File: config.mk
export PLATFORM = sky130hd
export DESIGN_NAME = muldiv_control
export DESIGN_NICKNAME = d
export VERILOG_FILES = /design/src/rtl/muldiv_control.sv
export SDC_FILE = /design/constraint.sdc
export NUM_CORES = 1
export LEC_CHECK = 0
export CORE_UTILIZATION = 55
export DETAILED_ROUTE_END_ITERATION = 16
export PLACE_DENSITY = 0.77
export SLEW_MARGIN = 20
export SYNTH_ARGS = -nofsm -noshare
export SYNTH_HDL_FRONTEND = slang
export SYNTH_SLANG_ARGS = --single-unit
File: constraint.sdc
create_clock -name clk -period 10 [get_ports clk]
set_clock_uncertainty 0.15 [all_clocks]
set_input_delay 1.5 -clock clk [delete_from_list [all_inputs] [get_ports clk]]
set_output_delay 1.5 -clock clk [all_outputs]
set_load 0.01 [all_outputs]
File: src/rtl/muldiv_control.sv
// muldiv_control: HI/LO multiply/divide unit for a MIPS-style pipeline.
//
// Multiplies and divides run iteratively, one radix-2 step per clock, for
// exactly WIDTH cycles. Operands are reduced to magnitudes when the operation
// is launched. The signs of the results are applied when HI/LO are committed.
// MTHI/MTLO write HI/LO directly when they are accepted and never start an
// iteration.
//
// Handshake: start is sampled on a rising edge only while the unit is idle,
// flush is low and the first post-reset cycle has passed. Callers stall on
// busy and do not rely on start being held. done is a one-cycle pulse that
// follows the commit edge. A new start may be presented in the cycle where
// done is high.
//
// Ports:
//   clk         - clock, rising edge
//   rst_n       - asynchronous active-low reset
//   start       - operation request, qualified by Funct
//   Funct       - MULT/MULTU/DIV/DIVU/MTHI/MTLO; other codes are no-ops
//   a, b        - rs / rt operands
//   flush       - abort the in-flight operation; blocks acceptance of start
//   busy        - an iterative operation is in progress
//   done        - one-cycle pulse after a MULT/DIV commit
//   hi, lo      - architectural HI / LO registers
//   dbg_state_o - current FSM state (0 = IDLE, 1 = RUN)
module muldiv_control #(
  parameter int WIDTH = 32
) (
  input  logic             clk,
  input  logic             rst_n,
  input  logic             start,
  input  logic [5:0]       Funct,
  input  logic [WIDTH-1:0] a,
  input  logic [WIDTH-1:0] b,
  input  logic             flush,
  output logic             busy,
  output logic             done,
  output logic [WIDTH-1:0] hi,
  output logic [WIDTH-1:0] lo,
  output logic [0:0]       dbg_state_o
);

  localparam logic [0:0] S_IDLE = 1'b0;
  localparam logic [0:0] S_RUN  = 1'b1;

  localparam logic [5:0] F_MULT  = 6'b011000;
  localparam logic [5:0] F_MULTU = 6'b011001;
  localparam logic [5:0] F_DIV   = 6'b011010;
  localparam logic [5:0] F_DIVU  = 6'b011011;
  localparam logic [5:0] F_MTHI  = 6'b010001;
  localparam logic [5:0] F_MTLO  = 6'b010011;

  localparam int            CW       = $clog2(WIDTH);
  localparam logic [CW-1:0] CNT_LAST = CW'(WIDTH - 1);
  localparam logic [CW-1:0] CNT_ONE  = CW'(1);

  // Architectural and control state
  logic [0:0]       state_q, state_d;
  logic             busy_q,  busy_d;
  logic             done_q,  done_d;
  logic [WIDTH-1:0] hi_q,    hi_d;
  logic [WIDTH-1:0] lo_q,    lo_d;
  logic [CW-1:0]    cnt_q,   cnt_d;
  // Low for the first cycle after reset release, so that no request is taken
  // on the first edge.
  logic             ready_q, ready_d;

  // Iteration datapath.
  //   multiply: acc = running high half, mq = multiplier shifting out and
  //             product low half shifting in, opnd = multiplicand
  //   divide:   acc = partial remainder, mq = dividend shifting out and
  //             quotient shifting in, opnd = divisor
  logic [WIDTH-1:0] acc_q,     acc_d;
  logic [WIDTH-1:0] mq_q,      mq_d;
  logic [WIDTH-1:0] opnd_q,    opnd_d;
  logic             is_div_q,  is_div_d;
  logic             neg_res_q, neg_res_d;  // product / quotient is negative
  logic             neg_rem_q, neg_rem_d;  // remainder takes the dividend sign
  logic             div0_q,    div0_d;

  // Request decode
  logic is_mul_f, is_div_f, is_signed_f, accept, launch;

  assign is_mul_f    = (Funct == F_MULT) || (Funct == F_MULTU);
  assign is_div_f    = (Funct == F_DIV)  || (Funct == F_DIVU);
  assign is_signed_f = (Funct == F_MULT) || (Funct == F_DIV);
  assign accept      = start && !flush && ready_q && (state_q == S_IDLE);
  assign launch      = accept && (is_mul_f || is_div_f);

  // Operand magnitudes. -2^(WIDTH-1) maps onto itself, and read as unsigned
  // that is the correct magnitude.
  logic             a_neg, b_neg;
  logic [WIDTH-1:0] mag_a, mag_b;

  assign a_neg = is_signed_f && a[WIDTH-1];
  assign b_neg = is_signed_f && b[WIDTH-1];
  assign mag_a = a_neg ? -a : a;
  assign mag_b = b_neg ? -b : b;

  // One radix-2 step
  logic [WIDTH:0]   sum_m;     // shift-add partial sum with its carry
  logic [WIDTH:0]   shl;       // partial remainder shifted left by one
  logic [WIDTH-1:0] diff;      // trial subtraction, valid when fits is set
  logic             fits;
  logic [WIDTH-1:0] acc_step;
  logic [WIDTH-1:0] mq_step;

  assign sum_m = {1'b0, acc_q} + (mq_q[0] ? {1'b0, opnd_q} : '0);
  assign shl   = {acc_q, mq_q[WIDTH-1]};
  assign fits  = (shl >= {1'b0, opnd_q});
  // When the divisor fits, the true difference is below the divisor, so
  // WIDTH bits hold it exactly.
  assign diff  = shl[WIDTH-1:0] - opnd_q;

  always_comb begin
    acc_step = acc_q;
    mq_step  = mq_q;
    if (is_div_q) begin
      acc_step = fits ? diff : shl[WIDTH-1:0];
      mq_step  = {mq_q[WIDTH-2:0], fits};
    end else begin
      acc_step = sum_m[WIDTH:1];
      mq_step  = {sum_m[0], mq_q[WIDTH-1:1]};
    end
  end

  // Commit values, taken from the result of the final step.
  logic [2*WIDTH-1:0] prod, prod_fix;
  logic [WIDTH-1:0]   quo_fix, rem_fix;
  logic [WIDTH-1:0]   commit_hi, commit_lo;

  assign prod     = {acc_step, mq_step};
  assign prod_fix = neg_res_q ? -prod : prod;
  // Divide by zero leaves quotient bits all ones and remainder = |a|. The
  // dividend sign then restores hi = a, and lo is forced to all ones.
  assign quo_fix  = div0_q ? '1 : (neg_res_q ? -mq_step : mq_step);
  assign rem_fix  = neg_rem_q ? -acc_step : acc_step;

  assign commit_hi = is_div_q ? rem_fix : prod_fix[2*WIDTH-1:WIDTH];
  assign commit_lo = is_div_q ? quo_fix : prod_fix[WIDTH-1:0];

  // Next state
  always_comb begin
    state_d   = state_q;
    busy_d    = busy_q;
    done_d    = 1'b0;
    hi_d      = hi_q;
    lo_d      = lo_q;
    cnt_d     = cnt_q;
    ready_d   = 1'b1;
    acc_d     = acc_q;
    mq_d      = mq_q;
    opnd_d    = opnd_q;
    is_div_d  = is_div_q;
    neg_res_d = neg_res_q;
    neg_rem_d = neg_rem_q;
    div0_d    = div0_q;

    case (state_q)
      S_IDLE: begin
        if (accept) begin
          if (Funct == F_MTHI) begin
            hi_d = a;
          end else if (Funct == F_MTLO) begin
            lo_d = a;
          end else if (launch) begin
            state_d   = S_RUN;
            busy_d    = 1'b1;
            cnt_d     = '0;
            acc_d     = '0;
            mq_d      = mag_a;
            opnd_d    = mag_b;
            is_div_d  = is_div_f;
            neg_res_d = a_neg ^ b_neg;
            neg_rem_d = a_neg;
            div0_d    = is_div_f && (b == '0);
          end
        end
      end

      S_RUN: begin
        if (flush) begin
          // Abort: HI/LO keep their values and no done pulse is produced.
          state_d = S_IDLE;
          busy_d  = 1'b0;
        end else begin
          acc_d = acc_step;
          mq_d  = mq_step;
          if (cnt_q == CNT_LAST) begin
            state_d = S_IDLE;
            busy_d  = 1'b0;
            done_d  = 1'b1;
            hi_d    = commit_hi;
            lo_d    = commit_lo;
          end else begin
            cnt_d = cnt_q + CNT_ONE;
          end
        end
      end

      default: begin
        state_d = S_IDLE;
        busy_d  = 1'b0;
      end
    endcase
  end

  always_ff @(posedge clk or negedge rst_n) begin
    if (!rst_n) begin
      state_q   <= S_IDLE;
      busy_q    <= 1'b0;
      done_q    <= 1'b0;
      hi_q      <= '0;
      lo_q      <= '0;
      cnt_q     <= '0;
      ready_q   <= 1'b0;
      acc_q     <= '0;
      mq_q      <= '0;
      opnd_q    <= '0;
      is_div_q  <= 1'b0;
      neg_res_q <= 1'b0;
      neg_rem_q <= 1'b0;
      div0_q    <= 1'b0;
    end else begin
      state_q   <= state_d;
      busy_q    <= busy_d;
      done_q    <= done_d;
      hi_q      <= hi_d;
      lo_q      <= lo_d;
      cnt_q     <= cnt_d;
      ready_q   <= ready_d;
      acc_q     <= acc_d;
      mq_q      <= mq_d;
      opnd_q    <= opnd_d;
      is_div_q  <= is_div_d;
      neg_res_q <= neg_res_d;
      neg_rem_q <= neg_rem_d;
      div0_q    <= div0_d;
    end
  end

  assign busy        = busy_q;
  assign done        = done_q;
  assign hi          = hi_q;
  assign lo          = lo_q;
  assign dbg_state_o = state_q;

endmodule

After elaboration in Yosys (flattened, before gate mapping)
Cells that the tools add are included.
Cells by class
  add/subtract/negate cells: 8
  multipliers: 0
  divide/modulo/power cells: 0
  $lt $le $gt $ge: 1
  eq/ne operators: 17
  shifts and indexed selects: 0
  mux-type cells: 59
  bitwise gates (word level): 4
  reductions and logical operators: 19
Operators with widths (count)
  $mux 32: 30
  $pmux 32 s2: 4
  $neg 32->32: 4
  $mux 64: 1
  $neg 64->64: 1
  $eq 6x5->1 const B: 6
  $add 32x32->33: 1
  $ge 33x32->1: 1
  $logic_not 32->1: 1
  $sub 32x32->32: 1
  $mux 5: 6
  $reduce_and 5->1: 4
  $mux 1: 15
  $ne 2x2->1 const B: 6
  $pmux 5 s2: 1
  $logic_and 1x1->1: 7
  $ne 2x1->1 const B: 3
  $reduce_and 6->1: 1
  $add 5x1->5 const B: 1
  $eq 5x5->1 const B: 1
  $logic_or 1x1->1: 4
  $pmux 1 s2: 2
  $reduce_and 4->1: 1
  $ne 3x2->1 const B: 1
  3 further kinds: 5
Storage, ports and cells
  bits in registers: 173
  latch bits: 0
  RAM bits: 0
  memory bits (read-only): 0
  input bits: 74
  output and inout port bits: 67
  memories kept: 0

Depth between registers and ports, before layout
  depth after elaboration: 10
  mapped depth: 23

Worst setup path before layout
OpenSTA, ideal clock, no wires.
  path type: register to register
  start point: register is_div_q
  end point: register hi_q[24] (netlist: hi[24])
  setup time: 0.086 ns
  arrival time: 4.668 ns
  required time: 9.764 ns
  slack: 5.096 ns
  cell stages (with the launch flop): 23
  buffers on the path: 9
  clock period less this slack: 4.904 ns
  path through: dfrtp_1 -> buf_2 -> buf_1 -> buf_2 -> buf_2 -> buf_2 -> buf_1 -> buf_2 -> clkbuf_1 -> clkbuf_1 -> o21a_1 -> inv_1 -> ha_1 -> o21ai_0 -> a211oi_1 -> nand4_1 -> nor2_1 -> nor2_1 -> nor4_1 -> nor4b_1 -> a31oi_1 -> mux2i_1 -> nor3_1
Between the ends
  word-level cells in the longest chain between the ends: 7
RTL lines
  start, declared: RTL line 76  | logic is_div_q, is_div_d;
  start signal, assigned: RTL line 235  | is_div_q <= is_div_d;
  $mux 32: RTL line 118  | if (is_div_q) begin
  $neg 64->64 or $neg 32->32 (tied branches): RTL line 133, 137
  $mux 64 or $mux 32 (tied branches): RTL line 133, 137
  $mux 32 (*): RTL line 139  | assign commit_hi = is_div_q ? rem_fix : prod_fix[2*WIDTH-1:WIDTH];
  $mux 32 (*): RTL line 189  | if (cnt_q == CNT_LAST) begin
  $mux 32 (*): RTL line 182  | if (flush) begin
  $pmux 32 s2 (*): RTL line 159  | case (state_q)
  end signal, assigned: RTL line 228  | hi_q <= hi_d;
  end, declared: RTL line 61  | logic [WIDTH-1:0] hi_q, hi_d;
Mark *: on every way between the ends. The rest lies on a longest branch, timed or not. The select of a mux whose other input is x is not followed.
A chain may end at the register's enable or synchronous reset.

Worst setup path after layout
  start point: register acc_q[11]
  end point: register hi_q[24] (netlist: hi[24])
Between the ends
  word-level cells in the longest chain between the ends: 9
RTL lines
  start, declared: RTL line 73  | logic [WIDTH-1:0] acc_q, acc_d;
  start signal, assigned: RTL line 217  | acc_q <= '0;
  start signal, assigned: RTL line 232  | acc_q <= acc_d;
  $sub 32x32->32 or $ge 33x32->1 (tied branches): RTL line 113, 110
  $mux 32: RTL line 119  | acc_step = fits ? diff : shl[WIDTH-1:0];
  $mux 32: RTL line 118
  $neg 64->64 or $neg 32->32 (tied branches): RTL line 133, 137
  $mux 64 or $mux 32 (tied branches): RTL line 133, 137
  $mux 32 (*): RTL line 139
  $mux 32 (*): RTL line 189
  $mux 32 (*): RTL line 182
  $pmux 32 s2 (*): RTL line 159
Marks and branches as above.

==> metrics.txt <==
DRC violations left=0; antenna violations before repair=0; cells after synthesis=2,094; Critical Path Start Type=register; Starting Density=0.565; top cell type by total area after synthesis=dfrtp_1; RePlAce Congestion=1.05; post-synth net total=2,240; Setup CP Type=register to register; # setup viols final=0; Clk Latency, worst-skew pair=0.46 ns; Setup Slack @ Placement=3.73 ns; top-area cell type share of the netlist area=0.273; vias in the first global route=15,400; post-route cell area=18,000 um2; worst reg2reg path depth=19; GRT Util Overall=0.392; biggest cell delay along the critical path=0.80 ns; remaining global-route overflow=0; Post-Route Setup TNS=0 ns; die height=172 um; Critical Path Fanout Max=18; Main synth FF type=dfrtp_1; EDFF count, synth=0; total wire length=57.5 mm; hold_sp=lo[3]$_DFFE_PN0P_; CP Cell Sequence=ha_1 -> a21oi_1 -> o21a_1 -> o2bb2ai_2 -> nor3b_4 -> o211ai_1 -> o21a_1 -> inv_1 -> ha_1 -> o21ai_0 -> a211oi_1 -> nand4_1 -> nor2_1 -> nor2_1 -> nor4_1 -> nor4b_1 -> a31oi_1 -> mux2i_1 -> nor3_1; layout cells sized above 1=0.0521; final worst-path cycle share=0.668; Max Cap Viol=0; Post-synth top cells=nand2_1, o21ai_0, dfrtp_1, nor2_1, a21oi_1; Cells on Worst Hold Path=2; Routed Antenna Nets=0; setup bufs post-CTS=0; worst path bufs/invs=1; via count=16,900; Least-Margin Pin Slew=1.07 ns; Iteration-0 DRC Markers=1,955; Max Freq=0.150 GHz; Power Density=147 nW/um2; data required time of the worst path=10.21 ns; Slew Limit Fails=0; sequential share of the synthesized area=0.273; Final min period=6.68 ns; TritonCTS clock tree=yes; Layout area overhead=13.7%; leak pwr=7.62 nW; VDD IR-drop max=0.123 mV; io pins=141; Hold Violations, Final=0; nets=2,302; unrepaired setup endpoints after global routing=no; dominant cells by area after synthesis=dfrtp_1, o21ai_0, nand2_1; Worst-path clk slew=0.08 ns; first-pass GRT wire length=88.2 mm; worst min path class=register to register; Hold-fix buffers, CTS=0; largest net degree at the start of global routing=95; CTS max path bufs=2; PostCTS Resize Cnt=0; slowest CP cell=nor3b_4; most common cell in the synthesized netlist=nand2_1; launch point of the worst reg-to-reg path=acc_q[11]$_DFFE_PN0P_; status=completed; dpl cell area=17,400 um2; die width=172 um; Hold Crit Endpoint=lo[3]$_DFFE_PN0P_; Cell Area, Synth=15,800 um2; flop-to-flop setup slack=3.32 ns; num rows=61; Max transition margin=0.265; Sink Count=173; worst reg2reg path endpoint=hi[24]$_DFFE_PN0P_; unique cell type count in the Yosys netlist=95; Syn. warnings=0; number of synthesized register bits=173; Num CTS Buffers=17; FILL cells=2,522; CTS root buffer=clkbuf_16; setup slack after layout=3.32 ns; number of I/O port buffers=140; Routed WL per cell=22.6 um; WHS=0.330 ns; Mean Syn Cell Area=7.56 um2; first-pass iteration count of the detailed router=6; CORE AREA=28,000 um2; CP top delay family=simple AND/OR/NAND/NOR gates; Arrival @ worst endpoint=6.90 ns; CTS H-tree lvls=4; dpl hpwl=42.4 mm; Die Area=29,500 um2; Antenna diodes=0; asr flop ratio synth=1.00; Crit. End Element=register; vias per inst=6.62
[worst reg2reg max path: cells and delay by family, from the launching register on]
kind / cells / cell delay [ns]
compound gates: 8 / 2.41
fa+ha+maj: 2 / 0.62
flops: 1 / 0.44
mux: 1 / 0.17
buf+inv: 1 / 0.07
simple gates: 7 / 2.74
[area by class of cell]
| cell class | instances | area (um2) | share of cell area |
|---|---|---|---|
| clock inverters | 13 | 133 | 0.00737 |
| repair buffers | 159 | 1550 | 0.0859 |
| flip-flops and latches | 173 | 4330 | 0.241 |
| clock buffers | 19 | 453 | 0.0252 |
| multi-input cells | 1721 | 10700 | 0.597 |
| well taps | 378 | 473 | 0.0263 |
| inverters | 84 | 315 | 0.0175 |
[where the power goes]
group	leakage [nW]	switching (mW)	total, mW	internal (mW)
Sequential	2.32	0.0822	0.851	0.769
Clock	0.280	0.330	0.693	0.362
Combinational	5.01	0.697	1.10	0.402
Total	7.62	1.11	2.64	1.53
[flip-flops by register name (all words and copies together), names as in the netlist, 5 cells and up]
register,count
acc_q,32
cnt_q,5
lo,32
hi,32
opnd_q,32
mq_q,32
[metal layers]
layer / global-route usage / vias up / routed length, um
met1: 0.550 / 7959 / 24700
met3: 0.0734 / 150 / 5870
met4: 0.144 / 0 / 2000
met5: 0 / - / 0
met2: 0.594 / 1022 / 24900
li1: - / 7733 / -
[logic make-up (layout without fill, tap and decap cells)]
| family | count (synthesis) | count (layout) | synth area share |
|---|---|---|---|
| simple gates | 773 | 773 | 0.236 |
| fa+ha+maj | 72 | 72 | 0.0579 |
| mux | 56 | 56 | 0.0360 |
| flops | 173 | 173 | 0.273 |
| xor+xnor | 142 | 142 | 0.0786 |
| buf+inv | 200 | 275 | 0.0495 |
| other cells | 1 | 1 | 0.000237 |
| compound gates | 677 | 677 | 0.269 |
[metrics by stage]
stage	utilization	std cells	total power [mW]
floorplan	-	2094	1.57
global placement	0.622	2515	1.91
detailed placement	0.622	2515	1.92
CTS	0.642	2547	2.61
global route	0.642	2547	2.77
finish	0.642	2547	2.64
[cell usage in the layout (no fill, tap or decap), types with 10 or more instances in the layout]
cell type	Yosys	final
or2_2	13	13
nand3_1	73	73
nand4_1	25	25
nor2b_1	11	11
dfrtp_1	173	171
clkdlybuf4s50_1	0	139
ha_1	70	70
a31oi_1	29	29
a21o_1	17	17
inv_1	83	81
or3_1	25	25
o21ai_0	246	245
nor3b_1	15	15
o21a_1	20	20
xnor2_1	69	69
o22ai_1	36	36
a21oi_1	151	151
nand2_1	282	280
buf_4	0	19
a211oi_1	14	14
mux2i_1	48	48
nand2b_1	11	11
nor4_1	21	20
and3_1	18	18
o211ai_1	31	31
nor2_1	153	151
o31ai_1	22	22
and2_1	39	39
nor3_1	53	53
o41ai_1	10	10
xor2_1	73	73
clkbuf_16	0	17
[worst max path at each step]
| stage | from | end | cells after the start |
|---|---|---|---|
| after global placement | acc_q[11]$_DFFE_PN0P_ | hi[28]$_DFFE_PN0P_ | 19 |
| after detailed placement | acc_q[11]$_DFFE_PN0P_ | hi[24]$_DFFE_PN0P_ | 19 |
| after floorplan | is_div_q$_DFFE_PN0P_ | hi[24]$_DFFE_PN0P_ | 22 |
| after global routing | acc_q[25]$_DFFE_PN0P_ | hi[24]$_DFFE_PN0P_ | 19 |
| final | acc_q[11]$_DFFE_PN0P_ | hi[24]$_DFFE_PN0P_ | 19 |
| after CTS | acc_q[11]$_DFFE_PN0P_ | hi[24]$_DFFE_PN0P_ | 19 |
Power figures use the tool's default switching activity.
